### config.mk
export PLATFORM = sky130hd
export DESIGN_NAME = exception_vector_sequencer
export DESIGN_NICKNAME = d
export VERILOG_FILES = /design/src/rtl/exception_vector_sequencer_pkg.sv /design/src/rtl/exception_vector_sequencer_latency_counter.sv /design/src/rtl/exception_vector_sequencer.sv
export SDC_FILE = /design/constraint.sdc
export NUM_CORES = 1
export LEC_CHECK = 0
export CORE_ASPECT_RATIO = 1.1
export CORE_MARGIN = 3
export CORE_UTILIZATION = 41
export DETAILED_ROUTE_END_ITERATION = 7
export PLACE_DENSITY = 0.81
export SYNTH_ARGS = -nofsm -noshare
export SYNTH_HDL_FRONTEND = slang
export SYNTH_HIERARCHICAL = 1
export SYNTH_SLANG_ARGS = --single-unit
### constraint.sdc
create_clock -name clk -period 1.75 [get_ports clk]
set_clock_uncertainty 0.05 [all_clocks]
set_input_delay 0.35 -clock clk [delete_from_list [all_inputs] [get_ports clk]]
set_output_delay 0.35 -clock clk [all_outputs]
set_load 0.02 [all_outputs]
### src/rtl/exception_vector_sequencer_pkg.sv
// Shared select codes, vector addresses, cause and state encodings for the
// exception vector sequencer and the memory-address select mux.
package exception_vector_sequencer_pkg;

  localparam logic [2:0] SEL_PC     = 3'd0;
  localparam logic [2:0] SEL_ALUOUT = 3'd1;
  localparam logic [2:0] SEL_NOOP   = 3'd2;
  localparam logic [2:0] SEL_OVF    = 3'd3;
  localparam logic [2:0] SEL_DIV0   = 3'd4;
  localparam logic [2:0] SEL_ALURES = 3'd5;

  localparam logic [7:0] VEC_ADDR_NOOP = 8'd253;
  localparam logic [7:0] VEC_ADDR_OVF  = 8'd254;
  localparam logic [7:0] VEC_ADDR_DIV0 = 8'd255;

  typedef enum logic [1:0] {
    CAUSE_NONE = 2'd0,
    CAUSE_NOOP = 2'd1,
    CAUSE_OVF  = 2'd2,
    CAUSE_DIV0 = 2'd3
  } cause_t;

  typedef enum logic [1:0] {
    IDLE,
    SELECT,
    CAPTURE,
    COMMIT
  } state_t;

  function automatic logic [2:0] sel_code(input cause_t c);
    case (c)
      CAUSE_NOOP: sel_code = SEL_NOOP;
      CAUSE_OVF:  sel_code = SEL_OVF;
      CAUSE_DIV0: sel_code = SEL_DIV0;
      default:    sel_code = SEL_PC;
    endcase
  endfunction

endpackage

### src/rtl/exception_vector_sequencer_latency_counter.sv
// Memory-latency wait counter: clears on sequence entry, counts while enabled,
// and flags the last wait cycle.
module latency_counter #(
  parameter int unsigned MEM_LATENCY = 2
) (
  input  logic clk,
  input  logic reset,
  input  logic clear,
  input  logic enable,
  output logic terminal
);

  logic [2:0] count;

  always_ff @(posedge clk or negedge reset) begin
    if (!reset) begin
      count <= '0;
    end else if (clear) begin
      count <= '0;
    end else if (enable) begin
      count <= count + 3'd1;
    end
  end

  assign terminal = (count == 3'(MEM_LATENCY - 1));

endmodule

### src/rtl/exception_vector_sequencer.sv
// Fetches the exception vector byte through the address mux, then loads PC
// with the vector and EPC with the faulting PC while stalling main control.
module exception_vector_sequencer
  import exception_vector_sequencer_pkg::*;
#(
  parameter int unsigned MEM_LATENCY = 2,
  parameter logic [31:0] EPC_OFFSET  = 32'd4
) (
  input  logic        clk,
  input  logic        reset,
  input  logic        exc_noop,
  input  logic        exc_overflow,
  input  logic        exc_div0,
  input  logic [31:0] in_pc,
  input  logic [31:0] mem_rdata,
  output logic [2:0]  src_add_mem,
  output logic        mem_wr,
  output logic        stall,
  output logic        epc_write,
  output logic [31:0] epc_value,
  output logic        pc_write,
  output logic [31:0] pc_value,
  output logic [1:0]  cause,
  output logic        exc_lost
);

  state_t      state;
  cause_t      cause_q;
  cause_t      next_cause;
  logic [31:0] pc_latched;
  logic        any_exc;
  logic        cnt_clear;
  logic        cnt_en;
  logic        cnt_done;
  logic        unused_rdata_hi;

  assign any_exc         = exc_noop | exc_overflow | exc_div0;
  assign cnt_clear       = (state == IDLE) && any_exc;
  assign cnt_en          = (state == SELECT);
  assign mem_wr          = 1'b0;
  assign cause           = cause_q;
  assign unused_rdata_hi = ^mem_rdata[31:8];

  always_comb begin
    next_cause = CAUSE_NONE;
    if (exc_div0)          next_cause = CAUSE_DIV0;
    else if (exc_overflow) next_cause = CAUSE_OVF;
    else if (exc_noop)     next_cause = CAUSE_NOOP;
  end

  latency_counter #(
    .MEM_LATENCY(MEM_LATENCY)
  ) u_latency_counter (
    .clk      (clk),
    .reset    (reset),
    .clear    (cnt_clear),
    .enable   (cnt_en),
    .terminal (cnt_done)
  );

  always_ff @(posedge clk or negedge reset) begin
    if (!reset) begin
      state       <= IDLE;
      cause_q     <= CAUSE_NONE;
      pc_latched  <= '0;
      src_add_mem <= SEL_PC;
      stall       <= 1'b0;
      epc_write   <= 1'b0;
      epc_value   <= '0;
      pc_write    <= 1'b0;
      pc_value    <= '0;
      exc_lost    <= 1'b0;
    end else begin
      pc_write  <= 1'b0;
      epc_write <= 1'b0;
      // The COMMIT cycle is deliberately excluded: an event there is taken from IDLE next.
      if (any_exc && (state == SELECT || state == CAPTURE)) exc_lost <= 1'b1;
      unique case (state)
        IDLE: begin
          if (any_exc) begin
            state       <= SELECT;
            cause_q     <= next_cause;
            pc_latched  <= in_pc;
            src_add_mem <= sel_code(next_cause);
            stall       <= 1'b1;
          end
        end
        SELECT: begin
          if (cnt_done) state <= CAPTURE;
        end
        CAPTURE: begin
          state       <= COMMIT;
          src_add_mem <= SEL_PC;
          pc_value    <= {24'd0, mem_rdata[7:0]};
          epc_value   <= pc_latched - EPC_OFFSET;
          pc_write    <= 1'b1;
          epc_write   <= 1'b1;
        end
        COMMIT: begin
          state <= IDLE;
          stall <= 1'b0;
        end
        default: state <= IDLE;
      endcase
    end
  end

endmodule

==> results summary <==
The run finished, with violations left. The final reports fail on setup timing. The number of instances in the synthesized netlist came out at around 370. Dividing total power by cell area gives a power density of 1817 nW/um^2. The final-layout fill cell count is around 760. A synthesized cell averages about 11 um^2. The number of warnings reported in the yosys synthesis log came out at 6. The number of pins exceeding their max-slew limit in the final report came to 0.

No sink is reached through more buffers than the 2 on the longest clock path. Global routing finished with a remaining overflow of 0. The overall power of the completed layout came out at ~0.011 W. The max-cap check violation count came out at 0. The sum of net half-perimeters after detailed placement is 7105 um. The number of antenna violations at the first check in global routing came out at 0. The CTS H-tree depth came out at 3. The synthesis-to-finish area growth is 45.08%. The switching fraction of total power came out at about two fifths. Yosys attributes the largest share of cell area to dfrtp_1 (51%), mux2_2 (12%), buf_4 (4.7%). The largest voltage drop on the vdd net came out at a little over 0.9 mV.

The placer's final routability congestion estimate is 0.8797. The count of routing violations after the opening detailed-route iteration came out at around 190. In the post-route analysis, the smallest setup slack over all paths is -0.1150 ns. The arrival time at the worst endpoint is 2.08 ns. The maximum number of pins on one net before global-route repair came out at 38. The sequential cell area fraction in the yosys report came out at around half. Data on the critical path is required at its endpoint by 1.97 ns. In the synthesized netlist the dominant register cell turns out to be dfrtp_1. The clock network fraction of design power came out at between 10% and 20%. Traced cell by cell, the critical path runs through nor3_4 > nand4_4 > buf_12 > or4_1 > a31oi_1.

The register area is roughly 2100 um^2. The synthesized design contains 85 register bits. Setup repair after global routing could not meet its margin everywhere.

Counting every sink on the clock net gives 85. After layout, the worst path uses 106.6% of the clock period. The count of nets left with antenna violations after detail routing is 0. In the routed layout, each cell is associated on average with a via count of between 5 and 6. Buffers placed on the I/O ports in this run total 93. The core region is 9937 um^2. The die covers between 10000 and 15000 um^2. TritonCTS built the clock tree. The final layout contains routed wiring with a total length of 10070 um. The combinational share of power is a little over half.

For this configuration, the core starts out at a cell density of 42.23%. The floorplan has 38 rows. The later pin in the worst-skew pair is clocked with a latency of 0.35 ns.

The total iterations of the first detailed-routing run came out at 6. In this run the worst path has a maximum fanout of 9. The number of flops mapped to enable cells by yosys came out at 0. The worst setup path is captured at a register.

Derived from the worst setup path, the maximum achievable clock frequency is 0.5362 GHz. The peak per-stage delay on the critical path came out at 0.52 ns. The number of CTS-inserted buffers came out at 9. In this run the biggest area consumer among cell types represents 50.69% of the synthesized area.

The width of the die came out at a little over 100 um. Sequential cells account for between 30% and 40% of the total power. The repair_antennas step left the layout with diodes totalling 0.

The critical path launch point type is a register. The via count of the first global-routing pass came out at approximately 3200. The combined area of the multi-input logic cells is about 2000 um^2. Clock-pin slew was measured on the worst setup and hold paths at roughly 0.090 ns. The async set-reset flop share out of synthesis came out at 100.0%. The final net count came out at between 600 and 700.

After routing, the total negative slack on setup checks comes to -0.6311 ns. The first-pass GRT wire length came out at approximately 15000 um. The routed length on met1 is approximately 4300 um. The post-synthesis instance area came out at between 4000 and 5000 um^2. The highest layer touched by signal routing is met4.

The worst setup path is of the register to register kind. The top-level port count came out at around 140. The met3 layer wire length in the routed design is between 400 and 500 um.

The number of setup violations in the final report is 14. The global-route usage over all layers is between 10% and 20%. In the routed design, unresolved DRC markers number 0. The kind of cell with the highest combined delay along the critical path is simple AND/OR/NAND/NOR gates.

In this run the clock root is driven by a clkbuf_8. Setup slack on the worst reg-to-reg path comes out at -0.12 ns. The most area-hungry cell type in the Yosys netlist is dfrtp_1. The slowest stage of the critical path is the or4_1 cell. The met2 wire length is between 5000 and 6000 um. The total leakage power is between 2 and 3 nW. The shortest clock period the worst path allows after layout came out at 1.865 ns.

The fraction of final layout cells sized beyond drive strength 1 is about 30%. The number of endpoints with negative hold slack in the final report came out at 0. The internal power contribution came out at 0.006669 W. The final hold slack is between 0.3 and 0.4 ns. The die outline height is 112.1 um. The tightest min-delay check is of the primary input to asynchronous set/reset pin type. The buffers plus inverters on the worst setup path is 1. Across all layers, the routed design uses 3359 vias. The count of different cell masters after synthesis came out at between 40 and 50.

The routed wire length per instance came out at 15.57 um. The switching component of the power is about 0.0044 W.
==> cell type report <==
type	count	area share [%]
clock buffer	11	2.158
inverter	10	0.6165
multi-input combinational	261	32.96
clock inverter	5	0.8631
tap	120	2.466
sequential	85	35.04
timing repair buffer	155	25.89
==> path summary, 6_finish.rpt <==
| kind | depth (start not counted) | start | to |
|---|---|---|---|
| max | 5 | pc_latched[9] | epc_value[23] |
| min | 2 | reset | src_add_mem[0] |
| max reg2reg | 5 | pc_latched[9] | epc_value[23] |
| min reg2reg | 1 | exc_lost | exc_lost |
| max in group asynchronous | 3 | reset | pc_latched[10] |
| min in group clk | 1 | exc_lost | exc_lost |
==> cells in the mapped netlist (2+ instances only) <==
cell type	count
dfrtp_1	85
mux2_2	43
nor2_1	35
buf_4	26
a31oi_1	16
a21oi_1	15
ha_1	10
inv_1	10
nand2_1	10
o31ai_1	10
or4_1	10
nor3_1	9
or3_1	9
xnor2_1	9
a22o_1	8
o21ai_0	8
clkbuf_1	7
nand2b_1	6
buf_1	4
nand3_1	4
buf_2	3
nor2b_1	3
nor3_4	3
o41ai_1	3
or4b_1	3
xor2_1	3
nand4_1	2
nor4_2	2
or2_2	2
==> worst register-to-register path, cell delays in order, from the launching register on <==
cell	delay, ns
dfrtp_2	0.46
nor3_4	0.26
nand4_4	0.13
buf_12	0.16
or4_1	0.52
a31oi_1	0.20
==> power by group through the flow <==
stage	combinational, W	sequential [W]	clock [W]
2_1_floorplan	0.00254	0.00436	0
3_3_place_gp	0.00565	0.00369	0
3_5_place_dp	0.00583	0.00375	0
4_1_cts	0.00584	0.00374	0.00138
5_1_grt	0.00644	0.00390	0.00146
6_report	0.00594	0.00378	0.00134
==> registers in the layout, indices dropped and copies added, names as in the netlist <==
signal	cells
pc_latched	32
src_add_mem	3
pc_write	1
pc_value	8
state	2
stall	1
u_latency_counter/count	3
epc_value	32
exc_lost	1
cause	2
==> cells by family after synthesis <==
group           synth area share (%)
flops                          50.69
mux                            11.78
buf+inv                        7.156
fa+ha+maj                      2.982
compound gates                 9.839
other cells                  0.08936
xor+xnor                       2.505
simple gates                   14.97
==> cell usage in the layout (no fill, tap or decap), drive strengths merged, types with 5 or more instances in the layout <==
cell type,n
nor3,13
dfrtp,85
xnor2,9
dlygate4sd2,15
nand2b,6
dlymetal6s2s,30
a31oi,16
o31ai,10
or3,9
inv,10
conb,25
o21ai,8
nor2,35
buf,61
or4,10
mux2,43
ha,10
nand2,10
a21oi,15
clkbuf,12
clkdlybuf4s50,47
nand3,5
a22o,8
==> through the flow <==
step / instances / area, um^2 / setup WS, ns / util, %
after global routing: 647 / 6088 / -0.1767 / 61.27
after floorplan: 397 / 4298 / 0.002324 / -
after detailed placement: 621 / 5592 / -0.3613 / 56.27
after CTS: 641 / 5833 / -0.06378 / 58.70
after global placement: 621 / 5592 / -0.3317 / 56.27
final: 647 / 6088 / -0.1150 / 61.27
==> per-layer routing <==
metal | up-vias | track usage, %
met4 | 0 | 5.687
met3 | 21 | 3.729
met1 | 1626 | 21.45
met2 | 121 | 28.04
li1 | 1591 | -
met5 | - | 0
==> what timing repair did <==
| item | in CTS | in global routing |
|---|---|---|
| endpoints found under the setup margin | 28 | 51 |
| hold endpoints to repair | 23 | 0 |
| gates cloned | 0 | 1 |
| pin swaps | 10 | 11 |
| hold buffers | 1 | 0 |
| resized for setup | 25 | 54 |
| buffers inserted | 3 | 5 |
Power figures use the tool's default switching activity.
